`src/rtl/riscv_pkg.sv`:
```
// Shared core definitions: datapath width, EX ALU control codes and the
// multiply/divide sequencer state encoding.
package riscv_pkg;

  localparam int XLEN = 32;

  localparam logic [3:0] ALU_MUL = 4'b0010;
  localparam logic [3:0] ALU_DIV = 4'b0011;
  localparam logic [3:0] ALU_REM = 4'b1011;

  typedef enum logic [1:0] {
    MD_IDLE = 2'd0,
    MD_CALC = 2'd1,
    MD_FIX  = 2'd2,
    MD_DONE = 2'd3
  } muldiv_state_e;

  function automatic logic is_muldiv_op(input logic [3:0] code);
    return (code == ALU_MUL) || (code == ALU_DIV) || (code == ALU_REM);
  endfunction

endpackage

```
`src/rtl/div_step.sv`:
```
// One restoring-division iteration: shift the next dividend bit into the
// partial remainder, trial-subtract the divisor, keep it if non-negative.
module div_step #(
  parameter int W = 32
) (
  input  logic [W:0]   rem_in,
  input  logic         dividend_bit,
  input  logic [W-1:0] divisor,
  output logic [W:0]   rem_out,
  output logic         q_bit
);

  logic [W+1:0] diff;

  // One extra bit above the shifted remainder so the MSB is a clean borrow flag.
  assign diff    = {rem_in, dividend_bit} - {2'b00, divisor};
  assign q_bit   = ~diff[W+1];
  assign rem_out = q_bit ? diff[W:0] : {rem_in[W-1:0], dividend_bit};

endmodule

```
`src/rtl/ex_muldiv_unit.sv`:
```
// Iterative RV32M MUL/DIV/REM unit for the EX stage; stalls the pipe while
// iterating and presents the result for a single done cycle.
//
// state   | meaning
// --------+-----------------------------------------------------------
// IDLE    | waiting for an accepted MUL/DIV/REM
// CALC    | one shift-add or restoring-divide step per cycle
// FIX     | sign correction of quotient/remainder (pass-through for MUL)
// DONE    | result valid, done pulse, pipeline released
module ex_muldiv_unit #(
  parameter int XLEN = riscv_pkg::XLEN,
  parameter int ITER = XLEN
) (
  input  logic            clk,
  input  logic            rst_n,
  input  logic            start,
  input  logic [3:0]      alu_control_e,
  input  logic [XLEN-1:0] src_a_e,
  input  logic [XLEN-1:0] src_b_e,
  input  logic            flush_e,
  output logic            busy,
  output logic            done,
  output logic [XLEN-1:0] result,
  output logic            stall_req
);

  import riscv_pkg::*;

  localparam int CW = $clog2(ITER);
  localparam logic [XLEN-1:0] INT_MIN = {1'b1, {(XLEN-1){1'b0}}};

  muldiv_state_e state, state_nxt;

  logic [CW-1:0]   cnt;
  logic            op_mul, op_rem;
  logic            sign_a, sign_b;
  logic [XLEN-1:0] reg_a;   // multiplicand, or dividend shifting into quotient
  logic [XLEN-1:0] reg_b;   // multiplier, or divisor magnitude
  logic [XLEN:0]   acc;     // product low word, or partial remainder

  logic            accept, special, in_is_div;
  logic [XLEN-1:0] special_val, mag_a, mag_b, fix_val;
  logic            load_result;
  logic [XLEN-1:0] result_nxt;
  logic [XLEN:0]   rem_step;
  logic            q_step;

  assign accept    = start & ~flush_e & is_muldiv_op(alu_control_e);
  assign in_is_div = (alu_control_e == ALU_DIV);
  assign special   = (alu_control_e != ALU_MUL) &&
                     ((src_b_e == '0) || ((src_a_e == INT_MIN) && (src_b_e == '1)));

  always_comb begin
    special_val = '0;
    if (src_b_e == '0)
      special_val = in_is_div ? '1 : src_a_e;
    else
      special_val = in_is_div ? INT_MIN : '0;
  end

  assign mag_a = src_a_e[XLEN-1] ? (~src_a_e + 1'b1) : src_a_e;
  assign mag_b = src_b_e[XLEN-1] ? (~src_b_e + 1'b1) : src_b_e;

  div_step #(.W(XLEN)) u_div_step (
    .rem_in       (acc),
    .dividend_bit (reg_a[XLEN-1]),
    .divisor      (reg_b),
    .rem_out      (rem_step),
    .q_bit        (q_step)
  );

  always_comb begin
    fix_val = acc[XLEN-1:0];
    if (!op_mul) begin
      if (op_rem)
        fix_val = sign_a ? (~acc[XLEN-1:0] + 1'b1) : acc[XLEN-1:0];
      else
        fix_val = (sign_a ^ sign_b) ? (~reg_a + 1'b1) : reg_a;
    end
  end

  always_ff @(posedge clk or negedge rst_n) begin
    if (!rst_n) state <= MD_IDLE;
    else        state <= state_nxt;
  end

  always_comb begin
    state_nxt   = state;
    load_result = 1'b0;
    result_nxt  = result;
    case (state)
      MD_IDLE: begin
        if (accept) begin
          if (special) begin
            state_nxt   = MD_DONE;
            load_result = 1'b1;
            result_nxt  = special_val;
          end else begin
            state_nxt = MD_CALC;
          end
        end
      end
      MD_CALC: begin
        if (flush_e)         state_nxt = MD_IDLE;
        else if (cnt == '0)  state_nxt = MD_FIX;
      end
      MD_FIX: begin
        if (flush_e) begin
          state_nxt = MD_IDLE;
        end else begin
          state_nxt   = MD_DONE;
          load_result = 1'b1;
          result_nxt  = fix_val;
        end
      end
      MD_DONE: state_nxt = MD_IDLE;
      default: state_nxt = MD_IDLE;
    endcase
  end

  assign busy      = (state == MD_CALC) || (state == MD_FIX);
  assign done      = (state == MD_DONE);
  assign stall_req = ((state == MD_IDLE) && accept) || busy;

  always_ff @(posedge clk or negedge rst_n) begin
    if (!rst_n) begin
      cnt    <= '0;
      op_mul <= 1'b0;
      op_rem <= 1'b0;
      sign_a <= 1'b0;
      sign_b <= 1'b0;
      reg_a  <= '0;
      reg_b  <= '0;
      acc    <= '0;
    end else begin
      case (state)
        MD_IDLE: begin
          if (accept && !special) begin
            cnt    <= CW'(ITER - 1);
            op_mul <= (alu_control_e == ALU_MUL);
            op_rem <= (alu_control_e == ALU_REM);
            acc    <= '0;
            if (alu_control_e == ALU_MUL) begin
              sign_a <= 1'b0;
              sign_b <= 1'b0;
              reg_a  <= src_a_e;
              reg_b  <= src_b_e;
            end else begin
              sign_a <= src_a_e[XLEN-1];
              sign_b <= src_b_e[XLEN-1];
              reg_a  <= mag_a;
              reg_b  <= mag_b;
            end
          end
        end
        MD_CALC: begin
          cnt <= cnt - 1'b1;
          if (op_mul) begin
            if (reg_b[0]) acc <= {1'b0, acc[XLEN-1:0] + reg_a};
            reg_a <= reg_a << 1;
            reg_b <= reg_b >> 1;
          end else begin
            acc   <= rem_step;
            reg_a <= {reg_a[XLEN-2:0], q_step};
          end
        end
        default: ;
      endcase
    end
  end

  always_ff @(posedge clk or negedge rst_n) begin
    if (!rst_n)           result <= '0;
    else if (load_result) result <= result_nxt;
  end

endmodule
```
`config.mk`:
```
export PLATFORM = sky130hd
export DESIGN_NAME = ex_muldiv_unit
export DESIGN_NICKNAME = d
export VERILOG_FILES = /design/src/rtl/riscv_pkg.sv /design/src/rtl/div_step.sv /design/src/rtl/ex_muldiv_unit.sv
export SDC_FILE = /design/constraint.sdc
export NUM_CORES = 1
export LEC_CHECK = 0
export CORE_MARGIN = 4
export CORE_UTILIZATION = 45
export CTS_BUF_LIST = sky130_fd_sc_hd__clkbuf_16
export DETAILED_ROUTE_END_ITERATION = 10
export PLACE_DENSITY = 0.67
export RECOVER_POWER = 50
export SYNTH_ARGS = -nofsm -noshare
export SYNTH_HDL_FRONTEND = slang
export SYNTH_SLANG_ARGS = --single-unit
export TNS_END_PERCENT = 5
```
`constraint.sdc`:
```
create_clock -name clk -period 3.2 [get_ports clk]
set_clock_uncertainty 0.05 [all_clocks]
set_input_delay 0.32 -clock clk [delete_from_list [all_inputs] [get_ports clk]]
set_output_delay 0.32 -clock clk [all_outputs]
set_load 0.02 [all_outputs]
```
Word level (Yosys, flattened, before mapping)
Index checks and enable logic that the tools add are counted.

Add/sub/neg operators: 7. Bitwise gates (word level): 9. Reductions and logical operators: 21. Muxes and demuxes: 40. Equality and inequality tests: 16.

Operator list (number): 2-to-1 mux 32 bit (17); case mux 32 bit (2 select lines) (3); 2-to-1 mux 33 bit (4); adder 32 x 1 -> 32 bit, second input constant (4); NOT 32 bit (4); case mux 33 bit (2 select lines) (1); equality test 32 bit, second input constant (2); subtractor 34 x 32 -> 34 bit (1); adder 32 bit (1); zero test 32 bit (1); 2-to-1 mux 2 bit (5); case mux 5 bit (2 select lines) (1); equality test 4 x 2 -> 1 bit, second input constant (2); != test 2 bit, second input constant (4); case mux 2 bit (4 select lines) (1); 2-to-1 mux 1 bit (6); != test 3 bit, second input constant (2); AND reduction 2 bit (3); AND reduction 3 bit (2); zero test 5 bit (1); logical OR 1 bit (5); 2-to-1 mux 5 bit (1); AND reduction 5 bit (1); subtractor 5 x 1 -> 5 bit, second input constant (1); other kinds (13) (20).

Output and inout port bits: 35. Register bits: 140.

Logic depth before layout (Yosys ltp)
Gate-level depths: netlist of the first run.

Depth after elaboration: 8. Mapped depth: 14. Gate-level depth less buffers: 13.

Cells and area by module
From an unflattened synthesis of the first run, not the netlist that was laid out.

Cell total of the unflattened synthesis: 1825. Area, all modules: 13638.1 µm².

By module, submodules not included: ex_muldiv_unit (seq. area each 3503.4 µm², cells an instance 1497, area each 11467.2 µm², instances 1); div_step (seq. area each 0.0 µm², cells an instance 328, area each 2170.8 µm², instances 1).

Worst setup path after synthesis of the first run
No wires, ideal clock.

Path kind: reg2reg. From: reg acc[10]. To: reg acc[9]. Required time: 3.028 ns. Arrival time: 3.038 ns. Setup time: 0.122 ns. Setup slack: -0.009 ns. Clock period less this slack: 3.209 ns. Buffers on the path: 1. Stages on the path, launching flop included: 11. Cells stage by stage: dfrtp_1 ha_1 nand2_1 o211a_1 o31a_1 o32a_1 and3_1 nor3_2 clkbuf_1 o211ai_1 a32o_1.

Cells in the longest elaborated chain, start to end: 4.

Ends and longest elaborated chain: start: declaration (line ex_muldiv_unit.sv:39) `logic [XLEN:0] acc;`; start signal: assignment (line ex_muldiv_unit.sv:159) `if (reg_b[0]) acc <= {1'b0, acc[XLEN-1:0] + reg_a};`; start signal: assignment (line ex_muldiv_unit.sv:163) `acc <= rem_step;`; subtractor 34 x 32 -> 34 bit (line div_step.sv:16) `assign diff = {rem_in, dividend_bit} - {2'b00, divisor};`; 2-to-1 mux 33 bit (line div_step.sv:18) `assign rem_out = q_bit ? diff[W:0] : {rem_in[W-1:0], dividend_bit};`; 2-to-1 mux 33 bit (line ex_muldiv_unit.sv:158) `if (op_mul) begin`; case mux 33 bit (2 select lines) (line ex_muldiv_unit.sv:136) `case (state)`.

No other way between the ends. A chain may end at the register's enable or synchronous reset.

Final worst setup path of the first run
From: reg reg_b[10]. To: reg acc[25].

Cells in the longest elaborated chain, start to end: 4.

Ends and longest elaborated chain: start: declaration (line ex_muldiv_unit.sv:38) `logic [XLEN-1:0] reg_b;`; start signal: assignment (line ex_muldiv_unit.sv:147) `reg_b <= src_b_e;`; start signal: assignment (line ex_muldiv_unit.sv:152) `reg_b <= mag_b;`; start signal: assignment (line ex_muldiv_unit.sv:161) `reg_b <= reg_b >> 1;`; subtractor 34 x 32 -> 34 bit (line div_step.sv:16); 2-to-1 mux 33 bit (line div_step.sv:18); 2-to-1 mux 33 bit (line ex_muldiv_unit.sv:158); case mux 33 bit (2 select lines) (line ex_muldiv_unit.sv:136).

No other way between the ends.

==> summary.md, run 1 <==
| Metric | Value |
|---|---|
| Post-route ant nets | `0` |
| Clk_lat worst skew | `0.44 ns` |
| Final cell count without fillers | `2,578` |
| Synth Net Count | `1,987` |
| Vias in the first global route | `14,400` |
| Post-synthesis cell type count | `77` |
| Initial antenna violation count | `0` |
| Slowest-stage cell, CP | `nor3_4` |
| CTS tree | `done` |
| Die area | `33,300 um^2` |
| Hold Vio Cnt, Final | `0` |
| All-layer global routing usage | `0.288` |
| Critical-path cell list | `inv_2 -> ha_4 -> a21oi_2 -> o211a_1 -> o31a_1 -> o32a_1 -> and3_4 -> nor3_4 -> clkbuf_16 -> mux2i_1 -> nor2_1 -> a221o_1` |
| Crit path max fanout | `4` |
| Status | `complete, but fails checks` |
| Number of synthesized register bits | `140` |
| Setup-failing EPs final | `2` |
| RSZ-0062 raised after global routing | `true` |
| Cell Area, Synth | `13,700 um^2` |
| DR WL/cell | `19.3 um` |
| Flop2flop setup slack | `-0.002 ns` |
| Final period util | `1.00` |
| Pin count of the biggest net entering global routing | `74` |
| Std cell rows | `63` |
| Synthesized area per cell | `7.44 um^2` |
| Relative slew slack | `-0.207` |
| Synth-to-layout area growth | `33.0%` |
| Maxcap violations | `1` |
| Layout cells sized above 1 | `0.200` |
| Iter 0 DRT Violations | `1,447` |
| Async SR Flop Fraction | `1.00` |
| Worst Setup End Kind | `register` |
| First-pass GRT wire length | `77.2 mm` |
| Die width | `182 um` |
| Slew Viols, Final | `69` |
| Placed cells | `2,531` |
| Total Wirelength | `49.7 mm` |
| CTS max path bufs | `2` |
| Required time of the critical path | `3.46 ns` |
| Starting density of the core | `0.459` |
| CTS HTree Levels | `4` |
| Main synth FF type | `dfrtp_1` |
| TritonRoute pass-1 iters | `6` |
| Critical path class | `register to register` |
| Final core occ | `0.611` |
| Io pins | `107` |
| Share of the yosys chip area belonging to registers | `0.256` |
| Slowest Stage Delay on Critical Path | `0.40 ns` |
| Diode count | `0` |
| Core Box Area | `29,800 um^2` |
| Nets | `2,323` |
| Total grt overflow | `0` |
| Root Buffer | `clkbuf_16` |
| Vias | `15,400` |
| Failing checks | `capacitance limit, slew limit, setup timing` |
| Worst Tran Pin Value | `1.81 ns` |
| Die height | `182 um` |
| Period minus WS final | `3.20 ns` |
| Post-synth EDFFs | `0` |
| CP Data Arrival Time | `3.46 ns` |
| GPL Wtd Cong | `0.994` |
| FMAX | `312 MHz` |
| Gate Count Post-Synth | `1,839` |
| Vias per cell | `5.98` |
| Clock-pin slew on the worst setup and hold paths | `0.07 ns` |
| Syn. warnings | `0` |
| Nature of the critical path startpoint | `register` |
| Setup slack after layout | `-0.00207 ns` |
| Lkg Pwr | `8.01 nW` |
| Port buffer count | `106` |
| Maximum vdd drop | `0.000863 V` |
| Number of CTS-inserted buffers | `17` |
| DR DRC count | `0` |
| Placed wire-length estimate | `38.9 mm` |
| Worst Hold Class | `register to register` |
| P per Cell Area | `930 nW/um^2` |
| Sink Count | `140` |
## cell usage after synthesis, drive strengths merged, types with 5 or more instances
cell type	instances	area, um^2
a211oi	17	128
a21o	36	270
a21oi	190	951
a221o	6	60.1
a221oi	5	43.8
a22oi	5	37.5
a31oi	42	263
a32oi	6	52.6
a41oi	5	43.8
and2	8	52.6
and3	8	50.1
buf	26	130
clkbuf	84	315
dfrtp	140	3500
ha	74	926
inv	73	274
mux2i	21	210
nand2	195	732
nand2b	19	119
nand3	26	130
nand4	23	144
nor2	183	687
nor2b	11	68.8
nor3	36	195
nor3b	6	50.1
nor4	26	169
o211ai	20	150
o21a	19	143
o21ai	193	966
o21bai	9	78.8
o221ai	19	166
o22ai	12	75.1
o31ai	31	233
o41ai	13	114
or2	9	56.3
or3	33	211
or4	12	93.8
xnor2	67	587
xor2	71	622
## layer usage
| layer | vias to the layer above | GRT usage | wire (um) |
|---|---|---|---|
| met3 | 83 | 0.0460 | 3460 |
| met2 | 598 | 0.463 | 23000 |
| li1 | 7434 | - | - |
| met5 | - | 0 | 0 |
| met1 | 7310 | 0.399 | 21800 |
| met4 | 0 | 0.0880 | 1520 |
## area by class of cell
class                   count  area (um^2)
fillers                  2709        11600
repair buffers            427         3620
clock inverters            15          126
flip-flops and latches    140         3510
multi-input cells        1516         9760
inverters                  73          274
clock buffers              17          425
well taps                 390          488
## state kept, by name (all words and copies together), names as in the netlist
register  count
reg_b        32
acc          33
result       32
sign_b        1
cnt           5
sign_a        1
op_rem        1
state         2
reg_a        32
op_mul        1
## worst paths after layout
check / startpoint / end / cells after the start
min in group asynchronous: rst_n / reg_b[7] / 2
worst min register to register: result[9] / result[9] / 1
max in group asynchronous: rst_n / result[20] / 3
worst min-delay path: result[9] / result[9] / 1
worst max register to register: reg_b[10] / acc[25] / 12
worst max-delay path: reg_b[10] / acc[25] / 12
## cell usage in the layout, fill, tap and decap left out, types with 20 or more instances in the layout
cell	instances
dfrtp_1	133
nand2_1	194
a21o_1	35
a21oi_1	187
xnor2_1	67
o31ai_1	28
o211ai_1	20
nor2_1	181
or3_1	30
o21ai_0	187
nand4_1	23
ha_1	65
inv_1	70
a31oi_1	39
buf_4	309
xor2_1	71
nor3_1	31
nand3_1	24
mux2i_1	21
nor4_1	22
clkdlybuf4s50_1	98
## power breakdown
group	switching (mW)	leakage, nW	internal, mW
combinational	6.66	5.97	5.24
sequential	0.642	1.78	2.45
clock	0.862	0.262	1.06
total	8.17	8.01	8.75
## per-stage QoR
stage	hold WS (ns)	setup TNS [ns]	area, um^2	total power [mW]	worst slack (ns)
final	0.446	-0.00320	18200	16.9	-0.00207
after global routing	0.455	-2.45	18200	18.2	-0.112
after CTS	0.443	0	17900	16.4	0.00145
after detailed placement	0.336	-19.56	17200	14.3	-0.322
after global placement	0.327	-14.70	17200	14.1	-0.239
after floorplan	-0.0256	-0.0145	13700	9.97	-0.00506
## cell families after synthesis
| group | Yosys count | synth area share |
|---|---|---|
| AOI/OAI and AO/OA | 670 | 0.304 |
| xor gates and xnor gates | 138 | 0.0883 |
| buffers and inverters | 183 | 0.0526 |
| adders and majority gates | 76 | 0.0706 |
| muxes | 25 | 0.0187 |
| DFF | 140 | 0.256 |
| and+or+nand+nor | 607 | 0.210 |
## repair_timing
action                                  CTS  global route
cloned                                    0             2
pin swaps                                 2            19
endpoints found under the hold margin    67             0
hold buffers                              1             0
setup buffers                             1            11
gates resized for setup                  11            51
endpoints found under the setup margin   28            38
## worst max-delay path: cells and delay by family, from the launching register on
kind	cells	cell delay [ns]
muxes	1	0.18
buffers and inverters	2	0.31
adders and majority gates	1	0.28
AOI/OAI and AO/OA	5	1.21
DFF	1	0.37
and+or+nand+nor	3	0.67
(Power assumes the default switching activity.)
==> inputs of run 2 (changes only) <==
--- a/config.mk
+++ b/config.mk
@@ -6,10 +6,10 @@
 export NUM_CORES = 1
 export LEC_CHECK = 0
 export CORE_MARGIN = 4
-export CORE_UTILIZATION = 45
+export CORE_UTILIZATION = 65
 export CTS_BUF_LIST = sky130_fd_sc_hd__clkbuf_16
 export DETAILED_ROUTE_END_ITERATION = 10
-export PLACE_DENSITY = 0.67
+export PLACE_DENSITY = 0.88
 export RECOVER_POWER = 50
 export SYNTH_ARGS = -nofsm -noshare
 export SYNTH_HDL_FRONTEND = slang
==> constraint.sdc (replaced) <==
create_clock -name clk -period 3.7 [get_ports clk]
set_clock_uncertainty 0.05 [all_clocks]
set_input_delay 0.37 -clock clk [delete_from_list [all_inputs] [get_ports clk]]
set_output_delay 0.37 -clock clk [all_outputs]
set_load 0.02 [all_outputs]
==> summary.md, run 2 (same netlist as run 1, synthesis figures left out) <==
| Metric | Value |
|---|---|
| GPL Wtd Cong | `1.01` |
| Crit path depth | `13` |
| DP Worst Slack | `0.0638 ns` |
| Most common cell after layout, fill and taps aside | `nand2_1` |
| Worst Tran Pin Value | `2.23 ns` |
| CTS max path bufs | `2` |
| Sw Share | `0.502` |
| CP Data Arrival Time | `3.87 ns` |
| Setup TNS | `0 ns` |
| Period minus WS final | `3.60 ns` |
| Setup slack after layout | `0.102 ns` |
| Hold Vio Cnt, Final | `0` |
| Vias in the first global route | `14,200` |
| Slew Viols, Final | `85` |
| Placed wire-length estimate | `35.3 mm` |
| Worst Hold Depth | `1` |
| Placed cells | `2,206` |
| DR DRC count | `0` |
| Nature of the critical path startpoint | `register` |
| Critical-path cell list | `inv_1 -> ha_1 -> inv_1 -> fa_1 -> a211oi_1 -> o21ai_1 -> o2111ai_1 -> nand3_1 -> a31oi_1 -> a21oi_1 -> mux2i_1 -> a22o_1 -> a221o_1` |
| Clock-pin slew on the worst setup and hold paths | `0.07 ns` |
| Diode count | `0` |
| Seq pwr share | `0.211` |
| P_int | `6.72 mW` |
| Synth-to-layout area growth | `18.2%` |
| Maxcap violations | `1` |
| Clk_lat worst skew | `0.43 ns` |
| Switching power | `6.77 mW` |
| Pin count of the biggest net entering global routing | `85` |
| Final period util | `0.973` |
| Root Buffer | `clkbuf_16` |
| Sink Count | `140` |
| All-layer global routing usage | `0.386` |
| Lkg Pwr | `6.95 nW` |
| Iter 0 DRT Violations | `1,790` |
| Worst Path Buf+Inv | `2` |
| Number of CTS-inserted buffers | `17` |
| Vias | `15,300` |
| FMAX | `278 MHz` |
| Critical path class | `register to register` |
| Die area | `23,400 um^2` |
| Die height | `153 um` |
| Worst Setup End Kind | `register` |
| Maximum vdd drop | `0.000726 V` |
| Layout cells sized above 1 | `0.0858` |
| Io pins | `107` |
| Vias per cell | `6.84` |
| Worst r2r path cells | `13` |
| Relative slew slack | `-0.490` |
| RSZ-0062 raised after global routing | `true` |
| Nets | `2,104` |
| Status | `complete, but fails checks` |
| Filler cells | `1,480` |
| P per Cell Area | `833 nW/um^2` |
| Slowest Stage Delay on Critical Path | `0.42 ns` |
| CTS HTree Levels | `4` |
| Logic pwr share | `0.651` |
| Largest Register | `acc` |
| TritonRoute pass-1 iters | `6` |
| Final core occ | `0.789` |
| Total grt overflow | `0` |
| Std cell rows | `52` |
| Origin of the worst setup path | `reg_a[31]` |
| Die width | `153 um` |
| Worst Hold Slack | `0.445 ns` |
| First-pass GRT wire length | `74.5 mm` |
| Overall power | `13.5 mW` |
| Port buffer count | `106` |
| Core Box Area | `20,500 um^2` |
| Final Cell Area | `16,200 um^2` |
| Clock power share | `0.138` |
| CP most frequent cell | `inv_1` |
| Crit path max fanout | `6` |
| Final cell count without fillers | `2,239` |
| Largest register FFs | `33` |
| Hold Crit Start | `result[2]` |
| Post-CTS setup buffers | `0` |
| Initial antenna violation count | `0` |
| Cell family with most CP delay | `compound AO/OA/AOI/OAI gates` |
| Placed Area | `15,500 um^2` |
| Required time of the critical path | `3.97 ns` |
| Slowest-stage cell, CP | `fa_1` |
| Worst Hold Class | `register to register` |
| Starting density of the core | `0.668` |
| Total Wirelength | `46.9 mm` |
| CTS tree | `done` |
| Leading cell types in the layout, fill and taps excluded | `nand2_1 (195), o21ai_0 (190), a21oi_1 (190), nor2_1 (182), dfrtp_1 (139)` |
| Reg2reg start | `reg_a[31]` |
| Post-route ant nets | `0` |
| Setup-failing EPs final | `0` |
| Failing checks | `capacitance limit, slew limit` |
| DR WL/cell | `21.0 um` |
[run 2: cell types whose count changed in the layout (fill, tap and decap cells not counted), sizes merged]
cell           change
bufinv             +3
clkinv             -1
dlygate4sd3       +10
inv                +2
clkbuf             -1
clkdlybuf4s50     -10
clkinvlp           -4
buf              -218
[run 2: path summary, 6_finish.rpt]
check | endpoint | slack, ns
max in group asynchronous | reg_a[9] | 0.56
worst max-delay path | acc[28] | 0.10
worst min register to register | result[2] | 0.44
min in group asynchronous | acc[29] | 1.05
worst max register to register | acc[28] | 0.10
worst min-delay path | result[2] | 0.44
[run 2: power by group through the flow]
stage                     Clock [mW]  Sequential [mW]  Combinational, mW
after floorplan                    0             2.81               5.81
after global placement             0             2.82               8.21
after detailed placement           0             2.84               8.43
after CTS                       1.86             2.82               8.53
after global routing            1.93             2.90               9.52
final                           1.86             2.85               8.77
[run 2: what timing repair did]
item	CTS	global route
hold endpoints to repair	11	0
hold buffers	1	0
resized for setup	0	4
setup endpoints to repair	0	17
[run 2: worst reg2reg max path, delay by kind of cell (launching register included)]
kind / cells / cell delay (ns)
muxes: 1 / 0.19
AOI/OAI and AO/OA: 7 / 1.90
and+or+nand+nor: 1 / 0.14
adders and majority gates: 2 / 0.62
DFF: 1 / 0.38
buffers and inverters: 2 / 0.21
[run 2: layout make-up]
type	count	area (um^2)	area share
multi-input cells	1516	9520	0.589
flip-flops and latches	140	3500	0.217
repair buffers	208	1910	0.118
clock buffers	17	425	0.0263
well taps	270	338	0.0209
inverters	73	274	0.0169
clock inverters	15	198	0.0122
[run 2: per-layer routing]
metal	GRT usage	vias up	part of all wire
met4	0.166	0	0.048
met5	0	-	0
met3	0.0732	178	0.10
met1	0.528	7154	0.40
li1	-	6978	-
met2	0.599	999	0.45
